==> src/rtl/shift_reg2_seq_if.sv <==
// Command and response channels between the control bus and shift_reg2_seq.
// The master side issues commands and consumes results; the slave is the sequencer.
interface shift_reg2_seq_if #(
  parameter int DATA_W  = 8,
  parameter int MODE_W  = 3,
  parameter int COUNT_W = 4
);
  logic               cmd_valid;
  logic               cmd_ready;
  logic [MODE_W-1:0]  cmd_mode;
  logic [DATA_W-1:0]  cmd_data;
  logic [COUNT_W-1:0] cmd_count;
  logic               abort;
  logic               rsp_valid;
  logic               rsp_ready;
  logic [DATA_W-1:0]  rsp_data;
  logic [COUNT_W-1:0] rsp_steps;
  logic               rsp_aborted;

  modport master (
    output cmd_valid, cmd_mode, cmd_data, cmd_count, abort, rsp_ready,
    input  cmd_ready, rsp_valid, rsp_data, rsp_steps, rsp_aborted
  );

  modport slave (
    input  cmd_valid, cmd_mode, cmd_data, cmd_count, abort, rsp_ready,
    output cmd_ready, rsp_valid, rsp_data, rsp_steps, rsp_aborted
  );
endinterface

==> src/rtl/shift_reg2_seq.sv <==
// Command sequencer driving shift_reg2 enable/direction/data for `count` enabled cycles.
// Latency: enables T+1..T+count, response valid at T+count+1 (T+1 for count 0).
// Backpressure: response held until rsp_ready; no new command accepted until then.
module shift_reg2_seq #(
  parameter int DATA_W  = 8,
  parameter int MODE_W  = 3,
  parameter int COUNT_W = 4
) (
  input  logic                clk,
  input  logic                reset,
  shift_reg2_seq_if.slave     bus,
  output logic                sr_enable,
  output logic [MODE_W-1:0]   sr_shift_dir,
  output logic [DATA_W-1:0]   sr_data_in,
  input  logic [DATA_W-1:0]   sr_data_out,
  output logic                busy
);

  typedef enum logic [1:0] {IDLE, RUN, RESP} state_t;

  state_t             state, state_nxt;
  logic [COUNT_W-1:0] remaining, remaining_nxt;
  logic [COUNT_W-1:0] steps, steps_nxt;
  logic               enable_nxt;
  logic [MODE_W-1:0]  dir_nxt;
  logic [DATA_W-1:0]  din_nxt;
  logic               rsp_valid_q, rsp_valid_nxt;
  logic               rsp_aborted_q, aborted_nxt;
  logic               last_step;

  assign last_step       = (remaining == COUNT_W'(1));
  assign bus.cmd_ready   = (state == IDLE);
  assign bus.rsp_valid   = rsp_valid_q;
  assign bus.rsp_steps   = steps;
  assign bus.rsp_aborted = rsp_aborted_q;
  // Datapath is frozen while a response is pending, so this passthrough is stable.
  assign bus.rsp_data    = rsp_valid_q ? sr_data_out : '0;

  always_comb begin
    state_nxt     = state;
    remaining_nxt = remaining;
    steps_nxt     = steps;
    enable_nxt    = sr_enable;
    dir_nxt       = sr_shift_dir;
    din_nxt       = sr_data_in;
    rsp_valid_nxt = rsp_valid_q;
    aborted_nxt   = rsp_aborted_q;
    unique case (state)
      IDLE: begin
        if (bus.cmd_valid) begin
          dir_nxt       = bus.cmd_mode;
          din_nxt       = bus.cmd_data;
          remaining_nxt = bus.cmd_count;
          steps_nxt     = '0;
          aborted_nxt   = 1'b0;
          if (bus.cmd_count == '0) begin
            state_nxt     = RESP;
            rsp_valid_nxt = 1'b1;
            enable_nxt    = 1'b0;
          end else begin
            state_nxt  = RUN;
            enable_nxt = 1'b1;
          end
        end
      end
      RUN: begin
        steps_nxt     = steps + COUNT_W'(1);
        remaining_nxt = remaining - COUNT_W'(1);
        // The current cycle's enable is already committed, so abort only stops later ones.
        if (last_step || bus.abort) begin
          state_nxt     = RESP;
          enable_nxt    = 1'b0;
          rsp_valid_nxt = 1'b1;
          aborted_nxt   = bus.abort && !last_step;
        end
      end
      RESP: begin
        if (bus.rsp_ready) begin
          state_nxt     = IDLE;
          rsp_valid_nxt = 1'b0;
        end
      end
      default: state_nxt = IDLE;
    endcase
  end

  always_ff @(posedge clk) begin
    if (!reset) begin
      state         <= IDLE;
      remaining     <= '0;
      steps         <= '0;
      sr_enable     <= 1'b0;
      sr_shift_dir  <= '0;
      sr_data_in    <= '0;
      rsp_valid_q   <= 1'b0;
      rsp_aborted_q <= 1'b0;
      busy          <= 1'b0;
    end else begin
      state         <= state_nxt;
      remaining     <= remaining_nxt;
      steps         <= steps_nxt;
      sr_enable     <= enable_nxt;
      sr_shift_dir  <= dir_nxt;
      sr_data_in    <= din_nxt;
      rsp_valid_q   <= rsp_valid_nxt;
      rsp_aborted_q <= aborted_nxt;
      busy          <= (state_nxt != IDLE);
    end
  end

endmodule

==> src/flat_wrapper.sv <==
// flat-port wrapper written by rule: the top's interface ports become plain ports
module shift_reg2_seq_flat 
#(
  parameter int DATA_W  = 8,
  parameter int MODE_W  = 3,
  parameter int COUNT_W = 4
)
  (clk, reset, sr_enable, sr_shift_dir, sr_data_in, sr_data_out, busy, bus_cmd_valid, bus_cmd_mode, bus_cmd_data, bus_cmd_count, bus_abort, bus_rsp_ready, bus_cmd_ready, bus_rsp_valid, bus_rsp_data, bus_rsp_steps, bus_rsp_aborted);
  shift_reg2_seq_if #(.DATA_W(DATA_W), .MODE_W(MODE_W), .COUNT_W(COUNT_W)) bus_i ();
  input  logic clk;
  input  logic reset;
  output logic sr_enable;
  output logic [MODE_W-1:0] sr_shift_dir;
  output logic [DATA_W-1:0] sr_data_in;
  input  logic [DATA_W-1:0] sr_data_out;
  output logic busy;
  input wire logic [$bits(bus_i.cmd_valid)-1:0] bus_cmd_valid;
  input wire logic [$bits(bus_i.cmd_mode)-1:0] bus_cmd_mode;
  input wire logic [$bits(bus_i.cmd_data)-1:0] bus_cmd_data;
  input wire logic [$bits(bus_i.cmd_count)-1:0] bus_cmd_count;
  input wire logic [$bits(bus_i.abort)-1:0] bus_abort;
  input wire logic [$bits(bus_i.rsp_ready)-1:0] bus_rsp_ready;
  output wire logic [$bits(bus_i.cmd_ready)-1:0] bus_cmd_ready;
  output wire logic [$bits(bus_i.rsp_valid)-1:0] bus_rsp_valid;
  output wire logic [$bits(bus_i.rsp_data)-1:0] bus_rsp_data;
  output wire logic [$bits(bus_i.rsp_steps)-1:0] bus_rsp_steps;
  output wire logic [$bits(bus_i.rsp_aborted)-1:0] bus_rsp_aborted;
  assign bus_i.cmd_valid = bus_cmd_valid;
  assign bus_i.cmd_mode = bus_cmd_mode;
  assign bus_i.cmd_data = bus_cmd_data;
  assign bus_i.cmd_count = bus_cmd_count;
  assign bus_i.abort = bus_abort;
  assign bus_i.rsp_ready = bus_rsp_ready;
  assign bus_cmd_ready = bus_i.cmd_ready;
  assign bus_rsp_valid = bus_i.rsp_valid;
  assign bus_rsp_data = bus_i.rsp_data;
  assign bus_rsp_steps = bus_i.rsp_steps;
  assign bus_rsp_aborted = bus_i.rsp_aborted;
  shift_reg2_seq #(.DATA_W(DATA_W), .MODE_W(MODE_W), .COUNT_W(COUNT_W)) u_core (.clk(clk), .reset(reset), .bus(bus_i), .sr_enable(sr_enable), .sr_shift_dir(sr_shift_dir), .sr_data_in(sr_data_in), .sr_data_out(sr_data_out), .busy(busy));
endmodule
==> config.mk <==
export PLATFORM = sky130hd
export DESIGN_NAME = shift_reg2_seq_flat
export DESIGN_NICKNAME = d
export VERILOG_FILES = /design/src/rtl/shift_reg2_seq_if.sv /design/src/rtl/shift_reg2_seq.sv /design/src/flat_wrapper.sv
export SDC_FILE = /design/constraint.sdc
export NUM_CORES = 1
export LEC_CHECK = 0
export CAP_MARGIN = 15
export CELL_PAD_IN_SITES_DETAIL_PLACEMENT = 0
export CELL_PAD_IN_SITES_GLOBAL_PLACEMENT = 1
export CORE_ASPECT_RATIO = 0.5
export CORE_MARGIN = 2
export CORE_UTILIZATION = 30
export CTS_CLUSTER_SIZE = 30
export DETAILED_ROUTE_END_ITERATION = 6
export PLACE_DENSITY = 0.8
export SYNTH_ARGS = -nofsm -noshare
export SYNTH_HDL_FRONTEND = slang
export SYNTH_SLANG_ARGS = --single-unit
==> constraint.sdc <==
create_clock -name clk -period 1.9 [get_ports clk]
set_input_delay 0.57 -clock clk [delete_from_list [all_inputs] [get_ports clk]]
set_output_delay 0.57 -clock clk [all_outputs]
set_load 0.02 [all_outputs]
==> impl_metrics.json, run 1 <==
{
  "cts-htree-levels": 1,
  "first_global_vias": 1177,
  "synthArstFlopShare": 0,
  "final_critical_path_setup_slack_ps": 23.7,
  "ys.warnings.count": 0,
  "grt_remaining_overflow": 0,
  "hold_path.class": "flop to flop",
  "synth.cells.most_frequent": "28 x nand2_1, 25 x dfxtp_1, 15 x a21boi_0",
  "synth_top_area_cell": "dfxtp_1",
  "wl_per_cell_um": 12.0,
  "dp.final_hpwl_mm": 2.53,
  "fin_worst_skew_ps": 1.95,
  "regArea_um2": 500,
  "grt_use_total": 0.139,
  "netlist_cell_types": 34,
  "clockRootBuffer": "clkbuf_8",
  "finalWorstPathRequiredPeriod_ps": 1880,
  "result_of_the_run": "finished, final reports clean",
  "detailedPlace.worstSlack_ps": -433,
  "path_cells": "clkdlybuf4s50_1 > and2_1 > buf_2",
  "clk_pin_slew_ps": 100,
  "clk-insertion-delay-late_ps": 280,
  "startpoint_type": "input pin",
  "final_core_utilization": 0.473,
  "die_width_um": 98.4,
  "die_y_um": 51.2,
  "worst_ir_drop_vdd_uv": 359,
  "flow.area_growth_from_synthesis_pct": 53.5,
  "layout.filler_cells": 449,
  "floorplan.die_area_um2": 5040,
  "synthesis.area_per_instance_um2": 8.35,
  "cp_slowest_stage_delay_ps": 470,
  "placement_rows": 17,
  "routed_wirelength_mm": 3.41,
  "num_vias": 1312,
  "post_dp_cell_area_um2": 2030,
  "numCtsBuffers": 3,
  "slowest_stage": "clkdlybuf4s50_1",
  "tritoncts_clock_tree": "built",
  "detailedRoute.firstIterationViolations": 37,
  "routed_via_density": 4.64,
  "postSynthRegisterBits": 25,
  "number_of_primary_i_o_pins": 56,
  "required_worst_endpoint_ps": 1330,
  "first_pass_iters": 3,
  "portBuffers": 55,
  "static-leakage-power_nw": 0.879,
  "route.antenna.remaining_nets": 0,
  "number_of_buffer_and_inverter_instances_along_the_worst_setup_path": 2,
  "worst_setup_path_end_kind": "output port",
  "pin_count_of_the_biggest_net_entering_global_routing": 23,
  "synthFlopType": "dfxtp_1",
  "grt_pass1_wl_mm": 5.58,
  "setup_viol": 0,
  "p_per_area_nw_per_um2": 699,
  "final_hold_viol_count": 0,
  "timing.critical_path.fanout_max": 1,
  "clockBufferDepth": 2,
  "number_of_enable_type_register_cells_in_the_synthesized_netlist": 0,
  "numClockSinks": 25,
  "finish.net_count": 262,
  "total_power_mw": 1.43,
  "fmaxAchievable_mhz": 533,
  "mappedNetlistNets": 195,
  "synth_seq_area_share": 0.375,
  "ctsHoldBuffers": 0,
  "grt_antenna_before_repair": 0,
  "stdcell_area_um2": 2050,
  "place_congestion": 0.800,
  "core-area_um2": 4340,
  "synth_largest_type_area_fraction": 0.375,
  "finalCritPeriodShare": 0.988,
  "worst_slew_pin_slew_ps": 443,
  "num_antenna_cells": 0,
  "slew-limit-headroom": 0.705,
  "setup_repair_after_global_routing_missed_its_margin": "no",
  "worst_path_dominant_cell_family": "buffers and inverters",
  "worst-endpoint-arrival_ps": 1310,
  "start_util": 0.308,
  "maxCapViolCount": 0,
  "ys_top_cells_by_area": "dfxtp_1 37%, a21boi_0 8.4%, nand2_1 7.9%",
  "yosys.cell_count.top_type": "nand2_1",
  "cts_setup_buffers": 0,
  "multiInputGateArea_um2": 776,
  "drt_drc_violations_left": 0,
  "netlist_instances": 160,
  "mappedNetlistArea_um2": 1340,
  "drive_gt1_frac": 0.146,
  "critical_path_class": "input pin to output port",
  "finalHoldWorstSlack_ps": 467,
  "drv_slew": 0
}
-- worst paths after layout --
kind,start,to,slack [ps],cells after the start
worst min register to register,u_core.sr_data_in[6],u_core.sr_data_in[6],470,2
worst max-delay path,sr_data_out[7],bus_rsp_data[7],20,3
worst min-delay path,u_core.sr_data_in[6],u_core.sr_data_in[6],470,2
worst max register to register,u_core.state[0],u_core.remaining[3],190,7
-- where the power goes --
part	internal (mW)	total, mW	switching [mW]
Clock	0.149	0.341	0.191
Sequential	0.571	0.605	0.0342
Combinational	0.244	0.487	0.243
Total	0.964	1.43	0.468
-- area by class of cell --
cell class	count	share of cell area
clock inverter	1	0.00366
timing repair buffer	70	0.308
sequential	25	0.244
inverter	6	0.0110
multi-input combinational	121	0.378
tap	57	0.0348
clock buffer	3	0.0201
-- per-stage QoR --
step	cells	TNS, ps
floorplan	160	0
finish	283	0
global route	283	0
global placement	279	-3830
CTS	283	0
detailed placement	279	-3960
-- timing repair --
item / in CTS / in global routing
endpoints found under the hold margin: 0 / 0
endpoints found under the setup margin: 11 / 6
pin swaps: 0 / 0
gates cloned: 0 / 0
gates resized for setup: 35 / 6
-- sequential cells by signal, summed over array words and instances, names as in the netlist --
register / count
u_core.busy: 1
u_core.sr_shift_dir: 3
u_core.bus.rsp_aborted: 1
u_core.sr_enable: 1
u_core.state: 2
u_core.sr_data_in: 8
u_core.remaining: 4
u_core.bus.rsp_steps: 4
u_core.bus.rsp_valid: 1
-- worst reg2reg max path, delay by kind of cell (launching register included) --
kind	cells	cell delay, ps
AO/OA/AOI/OAI	2	230
AND/OR/NAND/NOR	1	150
multiplexers	1	130
buffers and inverters	2	330
adder cells (fa/ha/maj)	1	430
flip-flops	1	350
-- cells in the final DEF, fill, tap and decap left out, types with 6 or more instances in the layout --
master	count
buf_4	17
nand2_1	28
ha_1	7
a21oi_1	6
dfxtp_1	25
buf_2	6
clkdlybuf4s50_1	41
o21ai_0	9
nor2_1	7
and2_1	11
nor2b_1	8
inv_1	6
a21boi_0	15
-- metal layers --
metal / track usage / wire (um) / up-vias
met5: 0 / 0 / -
met4: 0.0274 / 25 / 0
met3: 0.0383 / 196 / 5
met2: 0.236 / 1500 / 33
met1: 0.179 / 1680 / 602
li1: - / - / 672
-- cells by family after synthesis --
kind of cell,synth area share
flops,0.375
simple gates,0.268
compound gates,0.228
buf+inv,0.0487
mux,0.0150
fa+ha+maj,0.0655
Power figures use the tool's default switching activity.
==> run 2, diff against run 1 <==
--- a/config.mk
+++ b/config.mk
@@ -13,6 +13,7 @@
 export CORE_UTILIZATION = 30
 export CTS_CLUSTER_SIZE = 30
 export DETAILED_ROUTE_END_ITERATION = 6
+export GPL_ROUTABILITY_DRIVEN = 0
 export PLACE_DENSITY = 0.8
 export SYNTH_ARGS = -nofsm -noshare
 export SYNTH_HDL_FRONTEND = slang
==> results of run 2 <==
No change in the layout: final DEF, timing and power equal those of run 1.
